**config.mk**
```make
export PLATFORM = sky130hd
export DESIGN_NAME = msrv_32_fetch_unit
export DESIGN_NICKNAME = d
export VERILOG_FILES = /design/src/rtl/msrv_32_fetch_unit.sv
export SDC_FILE = /design/constraint.sdc
export NUM_CORES = 1
export LEC_CHECK = 0
export ABC_AREA = 1
export BUFFER_PORTS_ARGS = -buffer_cell sky130_fd_sc_hd__buf_2
export CORE_MARGIN = 2
export CORE_UTILIZATION = 43
export DETAILED_ROUTE_END_ITERATION = 16
export GPL_TIMING_DRIVEN = 0
export PLACE_DENSITY_LB_ADDON = 0.12
export REMOVE_ABC_BUFFERS = 1
export SYNTH_ARGS = -nofsm -noshare
export SYNTH_HDL_FRONTEND = slang
export SYNTH_SLANG_ARGS = --single-unit
```
**constraint.sdc**
```tcl
create_clock -name ms_riscv32_mp_clk_in -period 5 [get_ports ms_riscv32_mp_clk_in]
set_input_delay 0.5 -clock ms_riscv32_mp_clk_in [delete_from_list [all_inputs] [get_ports ms_riscv32_mp_clk_in]]
set_output_delay 0.5 -clock ms_riscv32_mp_clk_in [all_outputs]
set_load 0.02 [all_outputs]
```
**src/rtl/msrv_32_fetch_unit.sv**
```systemverilog
// Instruction fetch stage for the MSRV32 core.
// Owns the PC, issues word fetches on a req/ready handshake, and buffers the
// returned words in an in-order queue. Redirects flush the queue and mark the
// in-flight responses as stale so that they are dropped.
module msrv_32_fetch_unit #(
  parameter logic [31:0] RESET_PC = 32'h0000_0000,  // must be word-aligned
  parameter int unsigned DEPTH    = 2                // power of two, >= 2
) (
  input  logic        ms_riscv32_mp_clk_in,
  input  logic        ms_riscv32_mp_rst_n_in,
  output logic        imem_req_out,
  output logic [31:0] imem_addr_out,
  input  logic        imem_ready_in,
  input  logic        imem_rvalid_in,
  input  logic [31:0] imem_rdata_in,
  output logic        instr_valid_out,
  output logic [31:0] instr_out,
  output logic [31:0] pc_out,
  input  logic        instr_ready_in,
  input  logic        redirect_in,
  input  logic [31:0] redirect_pc_in
);

  localparam int unsigned PW = $clog2(DEPTH);
  localparam int unsigned CW = $clog2(DEPTH) + 1;
  localparam logic [CW:0] DEPTH_C = (CW + 1)'(DEPTH);

  typedef enum logic {StBoot, StRun} state_t;

  state_t        state_q;
  logic [31:0]   fetch_pc_q, fetch_pc_d;
  logic [31:0]   resp_pc_q, resp_pc_d;
  logic [CW-1:0] count_q, count_d;
  logic [CW-1:0] inflight_q, inflight_d;
  logic [CW-1:0] stale_q, stale_d;
  logic [PW-1:0] rd_ptr_q, rd_ptr_d;
  logic [PW-1:0] wr_ptr_q, wr_ptr_d;
  logic [31:0]   instr_mem_q [DEPTH];
  logic [31:0]   pc_mem_q    [DEPTH];

  logic [CW:0]   credit;
  logic          accept;
  logic          push;
  logic          pop;
  logic [31:0]   redirect_target;
  logic          unused_redirect_lsbs;

  assign redirect_target      = {redirect_pc_in[31:2], 2'b00};
  assign unused_redirect_lsbs = ^redirect_pc_in[1:0];

  // Queued words plus outstanding fetches never exceed DEPTH, so a response
  // always has a free slot even when decode is stalled.
  assign credit        = {1'b0, count_q} + {1'b0, inflight_q};
  assign imem_req_out  = (state_q == StRun) & ~redirect_in & (credit < DEPTH_C);
  assign imem_addr_out = fetch_pc_q;
  assign accept        = imem_req_out & imem_ready_in;

  // A response arriving during a redirect belongs to the old stream.
  assign push = imem_rvalid_in & (stale_q == '0) & ~redirect_in;

  assign instr_valid_out = (count_q != '0) & ~redirect_in;
  assign instr_out       = instr_mem_q[rd_ptr_q];
  assign pc_out          = pc_mem_q[rd_ptr_q];
  assign pop             = instr_valid_out & instr_ready_in;

  // Boot/run sequencing: one idle cycle after reset release before fetching.
  always_ff @(posedge ms_riscv32_mp_clk_in or negedge ms_riscv32_mp_rst_n_in) begin
    if (!ms_riscv32_mp_rst_n_in) begin
      state_q <= StBoot;
    end else begin
      unique case (state_q)
        StBoot:  state_q <= StRun;
        StRun:   state_q <= StRun;
        default: state_q <= StBoot;
      endcase
    end
  end

  // Next-state for PCs, pointers and counters.
  always_comb begin
    inflight_d = inflight_q + CW'(accept) - CW'(imem_rvalid_in);
    stale_d    = stale_q;
    count_d    = count_q + CW'(push) - CW'(pop);
    rd_ptr_d   = rd_ptr_q + PW'(pop);
    wr_ptr_d   = wr_ptr_q + PW'(push);
    fetch_pc_d = accept ? fetch_pc_q + 32'd4 : fetch_pc_q;
    resp_pc_d  = push ? resp_pc_q + 32'd4 : resp_pc_q;

    if (imem_rvalid_in && (stale_q != '0)) begin
      stale_d = stale_q - CW'(1);
    end

    if (redirect_in) begin
      // Everything still outstanding after this cycle belongs to the old path.
      stale_d    = inflight_d;
      count_d    = '0;
      rd_ptr_d   = wr_ptr_q;
      fetch_pc_d = redirect_target;
      resp_pc_d  = redirect_target;
    end
  end

  // Control state registers.
  always_ff @(posedge ms_riscv32_mp_clk_in or negedge ms_riscv32_mp_rst_n_in) begin
    if (!ms_riscv32_mp_rst_n_in) begin
      fetch_pc_q <= RESET_PC;
      resp_pc_q  <= RESET_PC;
      count_q    <= '0;
      inflight_q <= '0;
      stale_q    <= '0;
      rd_ptr_q   <= '0;
      wr_ptr_q   <= '0;
    end else begin
      fetch_pc_q <= fetch_pc_d;
      resp_pc_q  <= resp_pc_d;
      count_q    <= count_d;
      inflight_q <= inflight_d;
      stale_q    <= stale_d;
      rd_ptr_q   <= rd_ptr_d;
      wr_ptr_q   <= wr_ptr_d;
    end
  end

  // Queue storage; cleared on reset so the head outputs show reset values at once.
  always_ff @(posedge ms_riscv32_mp_clk_in or negedge ms_riscv32_mp_rst_n_in) begin
    if (!ms_riscv32_mp_rst_n_in) begin
      for (int i = 0; i < DEPTH; i++) begin
        instr_mem_q[i] <= '0;
        pc_mem_q[i]    <= RESET_PC;
      end
    end else if (push) begin
      instr_mem_q[wr_ptr_q] <= imem_rdata_in;
      pc_mem_q[wr_ptr_q]    <= resp_pc_q;
    end
  end

endmodule
```
### Yosys cells after proc, flatten, opt, wreduce, memory -nomap -nowiden

Cells that the tools add are included.

| storage, ports and cells | value |
|---|---|
| input bits | 70 |
| word-level logic and storage cells | 62 |
| bits in registers | 201 |
| output and inout bits | 98 |

| operators by class | value |
|---|---|
| magnitude comparators | 4 |
| multiplexer cells | 18 |
| add/subtract/negate cells | 10 |
| reductions and logical operators | 8 |
| bitwise gates (word level) | 10 |

Operators with widths:

| operator | number |
|---|---|
| $mux W32 | 11 |
| $bwmux W64 | 2 |
| $add A32 B3 Y32 const B | 2 |
| $demux W32 S1 | 1 |
| $reduce_bool A2 Y1 | 5 |
| $and A1 B1 Y1 | 7 |
| $mux W2 | 3 |
| $add A2 B1 Y2 | 2 |
| $ge A2 B2 Y1 const B | 2 |
| $not A1 Y2 | 2 |
| $sub A2 B1 Y2 | 2 |
| $add A2 B2 Y3 | 1 |
| $lt A3 B2 Y1 const B | 1 |
| $add A1 B1 Y1 | 2 |
| $logic_and A1 B1 Y1 | 2 |
| $logic_not A2 Y1 | 1 |
| $lt A2 B1 Y1 const B | 1 |
| $sub A2 B1 Y2 const B | 1 |
| $mux W1 | 1 |
| $not A1 Y1 | 1 |

### Depth between registers and ports, before layout

Gate-level depths: netlist of the first run.

| depth | value |
|---|---|
| depth in word-level cells | 7 |
| mapped depth | 15 |
| mapped depth without buffers | 14 |

### Worst setup path before layout of the first run

OpenSTA, ideal clock, no wires.

| timing | value |
|---|---|
| kind | reg-to-reg |
| from | register count_q[0] |
| to | register stale_q[1] |
| stages on the path, launching flop included | 16 |
| data arrival time | 2,315 ps |
| data required time | 4,923 ps |
| buffers on the path | 1 |
| clock period less this slack | 2,392 ps |
| library setup time | 77 ps |
| setup slack | 2,608 ps |
| cells stage by stage | dfrtp_1 > nand2_1 > inv_1 > fa_1 > inv_1 > nand3_1 > inv_2 > nand2_2 > buf_2 > ha_1 > inv_1 > ha_1 > xnor2_1 > xnor2_1 > nor2_1 > a21oi_1 |

| on the way | value |
|---|---|
| word-level cells in the longest chain between the ends | 7 |

RTL lines:

| element | line | text |
|---|---|---|
| from (decl) | 33 | `logic [CW-1:0] count_q, count_d;` |
| from (signal assigned) | 116 | `count_q <= count_d;` |
| $add A2 B2 Y3 | 53 | `assign credit = {1'b0, count_q} + {1'b0, inflight_q};` |
| $lt A3 B2 Y1 | 54 | `assign imem_req_out = (state_q == StRun) & ~redirect_in & (credit < DEPTH_C);` |
| $and A1 B1 Y1 | 54 |  |
| via imem_req_out | 11 | `output logic imem_req_out,` |
| $and A1 B1 Y1 | 56 | `assign accept = imem_req_out & imem_ready_in;` |
| $add A2 B1 Y2 | 81 | `inflight_d = inflight_q + CW'(accept) - CW'(imem_rvalid_in);` |
| $sub A2 B1 Y2 | 81 |  |
| via inflight_d[1] | 34 | `logic [CW-1:0] inflight_q, inflight_d;` |
| $mux W2 | 93 | `if (redirect_in) begin` |
| to (signal assigned) | 118 | `stale_q <= stale_d;` |
| to (decl) | 35 | `logic [CW-1:0] stale_q, stale_d;` |

The timed path passes the listed nets, and every way through them passes these cells.
A chain may end at the register's enable or synchronous reset.

### Worst setup path after layout of the first run

| timing | value |
|---|---|
| from | input port redirect_in |
| to | register fetch_pc_q[20], in the netlist imem_addr_out[20] |

| on the way | value |
|---|---|
| word-level cells in the longest chain between the ends | 5 |
| elaborated cells between the ends (all ways) | 6 |
| those cells by class | mux: 1; bitwise: 4; reduce/logical: 1 |

RTL lines:

| element | line | text |
|---|---|---|
| from (decl) | 20 | `input logic redirect_in,` |
| $not A1 Y1 | 54 |  |
| $and A1 B1 Y1 (2 in series) | 54 |  |
| $and A1 B1 Y1 | 56 |  |
| $reduce_bool A2 Y1 (no source line) | -- |  |
| to (signal assigned) | 114 | `fetch_pc_q <= fetch_pc_d;` |
| to (decl) | 31 | `logic [31:0] fetch_pc_q, fetch_pc_d;` |

Several ways; a longest one is shown, not always the timed one.

==> results.cfg, run 1 <==
[grt]
grt_pass1_vias = 7884
grt.total_usage = 0.208
grtUsageMet1 = 0.301
grt_overflow = 0
use_met2 = 0.331
use_met3 = 0.0266
top_usage_layer = met2
antenna_found_initial = 0
grt_pass1_wl_um = 40500
grt_max_degree = 109

[timing]
worst_pin_slew_ns = 0.961
hold_viol = 0
whs_ns = 0.120
finalClockSkew_ns = 0.0147
rsz0062_at_grt = false
finalCritPeriodShare = 0.566
slew_headroom = 0.359
period_needed_ns = 2.83
layout_setup_ws_ns = 2.17
finalSetupViolCount = 0
final.setup.tns_ns = 0
drv_slew = 0
max_clock_freq_mhz = 353

[synth]
ys_seq_area_frac = 0.481
yosys_warnings = 0
synth-main-ff-cell = dfrtp_1
synth.avg_cell_area_um2 = 8.05
synthArstFlopShare = 1.00
synth_top_family_by_area = simple AND/OR/NAND/NOR gates
synth-compound-area-share = 0.112
ys_types = 38
ys_ff_latch = 193
synth_adder_area_share = 0.0132
synth-simple-area-share = 0.242
synth_area_um2 = 10000
synthMuxAreaShare = 0.0482
synth_xor_area_frac = 0.0192
synth_edf_count = 0
syn_inst = 1246

[detailed_routing]
drt_iter0_drc = 478
drt_wl_total_um = 24800
num_vias = 8369
firstDrtPassIters = 5
viasPerCell = 4.91
wl_per_cell_um = 14.5
drc_errors = 0
final_antenna_net_count = 0

[clocking]
clock_sinks = 193
h-tree-depth = 4
cts_hold_buf = 0
clk_latency_ns = 0.43
cts_setup_buffers = 0
cts-root-buf = clkbuf_16
ctsResizeCount = 0
clockBufferDepth = 2
path_clk_slew_ns = 0.08
cts_tree = done
cts-buffers-inserted = 17

[die]
io_pins = 168
die_h_um = 157
start_util = 0.441
row_count = 55
chipWidth_um = 157
fp.dieArea_um2 = 24600
core-area_um2 = 22800

[final_layout]
n_antenna_cell = 0
area_growth_pct = 17.2
drive_gt1_frac = 0.216
nNetsFinal = 1460

[placed_design]
gp_congestion = 0.925
portBuffers = 161
dp_slack_ns = 1.70
hpwl_um = 17300

[worst_setup_path]
rr_endpoint = instr_mem_q[25]
cp-end-kind = flop
critical_path_class = in -> reg
worstPathArrival_ns = 3.15
cp-start-kind = primary input
reg2reg_from = stale_q[0]
worstPathMaxFanout = 41
worst-r2r-cell-count = 7
required_ns = 5.32
critPathLaunch = redirect_in
r2r_slack_ns = 2.21

[power]
power_density_nw_per_um2 = 527
peakVddDrop_mv = 0.216
p_leak_uw = 0.00572
p_total_uw = 6210

[run_status]
outcome = finished clean

[run]
maxCapViolations = 0

[worst_hold_path]
hp-class = in -> async
==> cell usage after synthesis (5+ instances only) <==
cell type	instances	area, um2
a21oi_1	27	135
buf_1	5	18.8
buf_2	17	85.1
buf_4	6	45.0
clkbuf_1	25	93.8
dfrtp_1	193	4830
ha_1	9	113
inv_1	144	541
inv_2	14	52.6
mux2_2	43	484
nand2_1	342	1280
nand2_2	14	87.6
nand3_1	69	345
nand4_1	15	93.8
nor2_1	81	304
nor2_2	9	56.3
nor2_4	10	113
nor3_1	7	35.0
o211ai_1	12	90.1
o21ai_0	145	726
o21ai_1	7	35.0
o21bai_1	6	45.0
xnor2_1	5	43.8
xor2_1	17	149
==> registers in the layout, summed over array words and instances (netlist names), 2 cells and up <==
register	count
count_q	2
imem_addr_out	30
instr_mem_q	64
stale_q	2
resp_pc_q	30
pc_mem_q	60
inflight_q	2
==> final cells by class <==
| class | instances | area [um2] |
|---|---|---|
| clock buffers | 18 | 439 |
| clock inverters | 14 | 175 |
| fillers | 2264 | 11000 |
| inverters | 159 | 597 |
| multi-input cells | 844 | 4400 |
| flip-flops and latches | 193 | 4830 |
| well taps | 313 | 392 |
| repair buffers | 165 | 926 |
==> layer usage <==
metal | up-vias | routed length, um
met5 | - | 0
met4 | 0 | 282
met3 | 18 | 1190
met2 | 193 | 11100
met1 | 3920 | 12300
li1 | 4238 | -
==> worst max-delay path: stages <==
cell and delay (ns):
buf_2 0.60, clkinv_1 0.85, nand2_2 0.59, inv_2 0.30, nand2_1 0.13, nand2_1 0.05, inv_1 0.05, nand2_1 0.05
==> how the worst max path moves through the flow <==
stage	end	slack, ns	cells after the start
detailed placement	imem_addr_out[20]	1.70	8
floorplan	instr_mem_q[32]	1.47	6
finish	imem_addr_out[20]	2.17	8
global route	imem_addr_out[20]	1.98	8
global placement	pc_mem_q[63]	-0.63	4
CTS	imem_addr_out[20]	2.15	8
==> kinds of logic (layout without fill, tap and decap cells) <==
logic type,after synthesis,count (layout)
AO/OA/AOI/OAI,208,208
XOR/XNOR,22,22
adder cells (fa/ha/maj),10,10
buffers and inverters,212,356
flip-flops,193,193
multiplexers,43,43
other,2,5
AND/OR/NAND/NOR,556,556
==> through the flow <==
step | util | instance area [um2] | instances
6_report | 0.517 | 11800 | 1706
5_1_grt | 0.517 | 11800 | 1706
4_1_cts | 0.517 | 11800 | 1706
3_5_place_dp | 0.490 | 11200 | 1674
3_3_place_gp | 0.483 | 11000 | 1670
2_1_floorplan | - | 9800 | 1196
==> power by group <==
group | leakage (uW) | switching [uW] | total, uW | internal (uW)
logic | 0.00313 | 1430 | 2250 | 819
registers | 0.00230 | 362 | 2530 | 2170
clock network | 0.000291 | 655 | 1420 | 770
total | 0.00572 | 2450 | 6210 | 3760
==> cells in the final DEF (no fill, tap or decap), drive strengths merged <==
cell type and count:
inv 163, o211ai 13, nor2 102, fa 1, nand2 357, clkinv 5
o21ai 152, o311ai 1, conb 5, dfrtp 193, nand4 15, nand3 73
clkinvlp 3, o221ai 3, a31oi 3, clkbuf 18, xnor2 5, bufinv 2
a22oi 1, ha 9, nor3b 1, buf 165, o21bai 6, a21oi 29
xor2 17, nor3 8, mux2 43
Power figures use the tool's default switching activity.
==> run 2, diff against run 1 <==
--- a/config.mk
+++ b/config.mk
@@ -5,7 +5,7 @@
 export SDC_FILE = /design/constraint.sdc
 export NUM_CORES = 1
 export LEC_CHECK = 0
-export ABC_AREA = 1
+export ABC_AREA = 0
 export BUFFER_PORTS_ARGS = -buffer_cell sky130_fd_sc_hd__buf_2
 export CORE_MARGIN = 2
 export CORE_UTILIZATION = 43
==> constraint.sdc (replaced) <==
create_clock -name ms_riscv32_mp_clk_in -period 2.9 [get_ports ms_riscv32_mp_clk_in]
set_input_delay 0.29 -clock ms_riscv32_mp_clk_in [delete_from_list [all_inputs] [get_ports ms_riscv32_mp_clk_in]]
set_output_delay 0.29 -clock ms_riscv32_mp_clk_in [all_outputs]
set_load 0.02 [all_outputs]
==> run 2 against run 1 <==
Critical path depth up 4. Critical endpoint is now stale_q[1]. Final area down 3.6%. Wire length down 8.6%. Clock power up 73%. Critical path type is now reg -> reg. Clock skew down 0.0055 ns.
==> results.cfg, run 2 <==
[grt]
grt_pass1_wl_um = 36800
antenna_found_initial = 1
grt_overflow = 0
grt_pass1_vias = 6688
grt_max_degree = 72
grt.total_usage = 0.198

[placed_design]
placed_area_um2 = 10600
gp_congestion = 0.771
placed_cells = 1166
portBuffers = 161
hpwl_um = 14900

[synth]
ys_seq_area_frac = 0.509
ys_types = 48
syn_inst = 766
synth.most_common_cell = mux2_2
yosys_warnings = 0
yosys-top-cells-count = 197 x mux2_2, 193 x dfrtp_1, 52 x nand2_1, 29 x o21ai_0, 29 x xnor2_1
synth_area_um2 = 9500
synth_edf_count = 0
yosys.area.top_type_share = 0.509
ys_ff_latch = 193
synthArstFlopShare = 1.00
synth-main-ff-cell = dfrtp_1
netlist_top_cells_area = dfrtp_1 51%, mux2_2 23%, xnor2_1 2.7%
synth_area_leader_cell = dfrtp_1
synth.avg_cell_area_um2 = 12.4

[detailed_routing]
wl_per_cell_um = 18.7
drc_errors = 0
drt_wl_total_um = 22700
num_vias = 6581
drt_iter0_drc = 310
viasPerCell = 5.43
firstDrtPassIters = 5
final_antenna_net_count = 0

[final_layout]
fin_util = 0.521
stdcell_count = 1212
final_area_um2 = 11300
drive_gt1_frac = 0.468
reg_top3 = instr_mem_q: 64 flops, pc_mem_q: 60 flops
nFillCells = 1970
nNetsFinal = 998
area_growth_pct = 19.5
largest_reg_flops = 64
largest_register = instr_mem_q
final_cell_mix = 197 x mux2_2, 192 x dfrtp_1, 160 x buf_2
final_common_cell = mux2_2

[power]
p_leak_uw = 0.00503
power_density_nw_per_um2 = 964
peakVddDrop_mv = 0.464
p_total_uw = 10900

[die]
fp.dieArea_um2 = 23300
die_h_um = 153
core-area_um2 = 21800
io_pins = 168
chipWidth_um = 153
start_util = 0.437
row_count = 54

[worst_setup_path]
required_ns = 3.24
worst-r2r-cell-count = 12
cp-end-kind = flop
cp-start-kind = flop
critical_path_class = reg -> reg
worstPathArrival_ns = 3.20
worstPathMaxFanout = 4

[run_status]
outcome = finished clean

[timing]
slew_headroom = 0.236
finalClockSkew_ns = 0.00923
rsz0062_at_grt = true
worst_pin_slew_ns = 1.15
period_needed_ns = 2.86
drv_slew = 0
final.setup.tns_ns = 0
finalCritPeriodShare = 0.986
finalSetupViolCount = 0
max_clock_freq_mhz = 350
hold_viol = 0

[clocking]
cts-buffers-inserted = 17
path_clk_slew_ns = 0.07
clock_sinks = 193
clk_latency_ns = 0.42
cts-root-buf = clkbuf_16
h-tree-depth = 4
clockBufferDepth = 2
cts_tree = done

[worst_hold_path]
hp-class = in -> reg
holdPathStages = 3

[run]
maxCapViolations = 0
run 2: cell count changes after synthesis, moves of 10 or more:
cell / change
a21oi_1: -22
buf_2: -11
mux2_2: +154
inv_1: -130
o21ai_0: -116
xnor2_1: +24
nor2_1: -65
nand3_1: -45
nand2_1: -290
nor2_4: -10
and3_1: +12
inv_2: -14
nand2_2: -14
run 2: area by class of cell:
cell class | instances | area [um2] | share of cell area
clock inverters | 13 | 175 | 0.0154
repair inverters | 1 | 8.76 | 0.000772
flip-flops and latches | 193 | 4830 | 0.426
multi-input cells | 512 | 4420 | 0.390
clock buffers | 19 | 433 | 0.0382
repair buffers | 178 | 1050 | 0.0925
inverters | 15 | 68.8 | 0.00607
diodes | 1 | 2.50 | 0.000221
well taps | 280 | 350 | 0.0309
run 2: what timing repair did:
item                                    in CTS  in global routing
buffers inserted                             2                  9
endpoints found under the setup margin      20                  2
pin swaps                                    2                  4
gates cloned                                 0                  1
hold buffers                                 1                  0
endpoints found under the hold margin       59                  0
resized for setup                            3                  9
run 2: stage by stage:
| step | hold slack (ns) | setup slack [ns] |
|---|---|---|
| global placement | 0.483 | -1.88 |
| CTS | 0.0836 | 0.0105 |
| finish | 0.103 | 0.0416 |
| global route | 0.0858 | -0.0774 |
| detailed placement | 0.252 | -0.654 |
| floorplan | -0.00559 | -0.204 |
run 2: layer usage:
layer,vias to the layer above,global-route usage,part of all wire
met4,0,0.0556,0.014
met1,3288,0.279,0.47
li1,3071,-,-
met5,-,0,0
met3,25,0.0395,0.056
met2,197,0.314,0.46
run 2: final timing paths:
check                                             from                 to  slack, ns
worst max-delay path                     inflight_q[0]         stale_q[1]       0.04
worst min-delay path                redirect_pc_in[29]  imem_addr_out[29]       0.10
worst max register to register           inflight_q[0]         stale_q[1]       0.04
worst min register to register            pc_mem_q[17]       pc_mem_q[17]       0.50
max in group asynchronous       ms_riscv32_mp_rst_n_in       pc_mem_q[48]       1.46
min in group asynchronous       ms_riscv32_mp_rst_n_in    instr_mem_q[13]       0.37
run 2: kinds of logic (layout without fill, tap and decap cells):
family / count (synthesis) / after routing / share of synthesized area
other: 2 / 6 / 0.000791
adders and majority gates: 10 / 10 / 0.0140
buffers and inverters: 64 / 226 / 0.0327
DFF: 193 / 193 / 0.509
muxes: 198 / 198 / 0.235
AOI/OAI and AO/OA: 78 / 78 / 0.0524
xor gates and xnor gates: 42 / 42 / 0.0387
and+or+nand+nor: 179 / 179 / 0.118
run 2: where the power goes:
| part | switching [uW] | total, uW | internal [uW] |
|---|---|---|---|
| Sequential | 602 | 4290 | 3690 |
| Combinational | 2110 | 4190 | 2080 |
| Clock | 1080 | 2460 | 1380 |
| Total | 3800 | 10900 | 7140 |
run 2: critical path: stages (launching register included):
cell and delay (ns):
dfrtp_1 0.39, and2_4 0.17, fa_1 0.52, nor4b_4 0.38, and2_4 0.27, clkinv_8 0.07, ha_4 0.26, inv_1 0.03
ha_2 0.17, xnor2_2 0.13, xnor2_1 0.20, nand2_1 0.07, o21ai_1 0.11
==> run 3, diff against run 2 <==
--- a/config.mk
+++ b/config.mk
@@ -7,7 +7,8 @@
 export LEC_CHECK = 0
 export ABC_AREA = 0
 export BUFFER_PORTS_ARGS = -buffer_cell sky130_fd_sc_hd__buf_2
-export CORE_MARGIN = 2
+export CORE_ASPECT_RATIO = 1.2
+export CORE_MARGIN = 4
 export CORE_UTILIZATION = 43
 export DETAILED_ROUTE_END_ITERATION = 16
 export GPL_TIMING_DRIVEN = 0
==> run 3 against run 2 <==
The flow now finishes with violations (setup timing). Largest power group unchanged. Register-to-register slack lost 0.05 ns. Critical path depth unchanged. Global-route usage down 1.4 points. Flip-flop and latch count did not move. Critical path type unchanged. Count of clock-buffer cells in the layout did not move.
==> results.cfg, run 3 (synthesis results as in run 2) <==
[run_status]
violations = setup timing
outcome = finished with violations

[timing]
worst_pin_slew_ns = 1.15
period_needed_ns = 2.91
finalCritPeriodShare = 1.00
max_clock_freq_mhz = 344
hold_viol = 0
finalClockSkew_ns = 0.00905
rsz0062_at_grt = true
finalSetupViolCount = 1
drv_slew = 0
layout_setup_ws_ns = -0.00981
slew_headroom = 0.234

[final_layout]
reg_top3 = instr_mem_q: 64 flops, pc_mem_q: 60 flops
area_growth_pct = 18.2
stdcell_count = 1193
final_common_cell = mux2_2
drive_gt1_frac = 0.460
nNetsFinal = 987
largest_register = instr_mem_q
regArea_um2 = 4830
final_cell_mix = 197 x mux2_2, 192 x dfrtp_1, 160 x buf_2
final_area_um2 = 11200
largest_reg_flops = 64
multi_input_comb_area_um2 = 4410
n_antenna_cell = 0
nFillCells = 1973

[power]
power_density_nw_per_um2 = 974
p_total_uw = 10900
p_leak_uw = 0.00498
peakVddDrop_mv = 0.534

[die]
io_pins = 168
chipWidth_um = 144
fp.dieArea_um2 = 24500
row_count = 59
core-area_um2 = 21700
start_util = 0.438
die_h_um = 171

[worst_setup_path]
r2r_slack_ns = -0.01
critical_path_class = reg -> reg
required_ns = 3.17
reg2reg_from = count_q[0]
cp-start-kind = flop
worstPathArrival_ns = 3.18
rr_endpoint = stale_q[1]
worstPathMaxFanout = 25
cp-end-kind = flop
worst-r2r-cell-count = 12

[grt]
grt_overflow = 0
grt.total_usage = 0.184
grt_max_degree = 111
antenna_found_initial = 0
grt_pass1_wl_um = 35200
grt_pass1_vias = 6517

[detailed_routing]
firstDrtPassIters = 4
drt_wl_total_um = 22400
drc_errors = 0
final_antenna_net_count = 0
drt_iter0_drc = 224
viasPerCell = 5.39
num_vias = 6434
wl_per_cell_um = 18.8

[worst_hold_path]
hp-start = redirect_pc_in[25]
holdPathStages = 3
hold-path-endpoint = imem_addr_out[25]
hp-class = in -> reg

[placed_design]
placed_cells = 1159
portBuffers = 161
dp_slack_ns = -0.704
placed_area_um2 = 10600
hpwl_um = 14800
gp_congestion = 0.774

[clocking]
cts_tree = done
h-tree-depth = 4
cts-buffers-inserted = 17
cts-root-buf = clkbuf_16
clock_sinks = 193
clk_latency_ns = 0.43
path_clk_slew_ns = 0.07
clockBufferDepth = 2

[run]
maxCapViolations = 0
==> run 3: routing by layer <==
metal  up-vias  global-route usage  routed length (um)
met2       152               0.310               11000
met4         0              0.0520                 293
li1       3036                   -                   -
met3        22              0.0428                1230
met5         -                   0                   0
met1      3224               0.238                9860
==> run 3: repair_timing <==
action	in CTS	in global routing
hold buffers	1	0
resized for setup	3	4
setup endpoints to repair	23	14
buffers inserted	2	0
gates cloned	0	0
hold endpoints to repair	83	0
pin swaps	2	2
==> run 3: area by class of cell <==
type	instances	share of cell area
Clock buffer	19	0.0395
Clock inverter	12	0.0160
Inverter	15	0.00568
Multi-Input combinational cell	512	0.393
Sequential cell	193	0.431
Tap cell	274	0.0305
Timing Repair Buffer	168	0.0847
==> run 3: worst max path at each step <==
| stage | slack [ns] | endpoint | startpoint | cells past startpoint |
|---|---|---|---|---|
| after floorplan | -0.20 | stale_q[1] | inflight_q[0] | 12 |
| after global placement | -1.82 | pc_mem_q[44] | ms_riscv32_mp_rst_n_in | 1 |
| after detailed placement | -0.70 | stale_q[1] | count_q[0] | 12 |
| after CTS | -0.006 | stale_q[1] | count_q[0] | 12 |
| after global routing | -0.17 | stale_q[1] | inflight_q[0] | 12 |
| final | -0.01 | stale_q[1] | count_q[0] | 12 |
==> run 3: power by group <==
group          internal (uW)  leakage [uW]  total (uW)  switching [uW]
registers               3690       0.00233        4300             615
logic                   2030       0.00235        4110            2080
clock network           1470      0.000300        2530            1050
total                   7190       0.00498       10900            3750
==> run 3: critical path, stage by stage, from the launching register on <==
cell     delay [ns]
dfrtp_1        0.40
and2_1         0.15
fa_1           0.48
nor4b_4        0.38
and2_4         0.26
inv_8          0.09
ha_1           0.29
inv_1          0.04
ha_1           0.19
xnor2_2        0.15
xnor2_2        0.15
nand2_1        0.06
o21ai_0        0.09
==> run 3: per-stage QoR <==
step / hold slack [ns] / util / TNS [ns]
6_report: 0.0863 / 0.517 / -0.00981
5_1_grt: 0.0788 / 0.517 / -0.172
4_1_cts: 0.0691 / 0.516 / -0.00783
3_5_place_dp: 0.330 / 0.486 / -5.38
3_3_place_gp: 0.483 / 0.479 / -572.33
2_1_floorplan: -0.00559 / - / -17.50
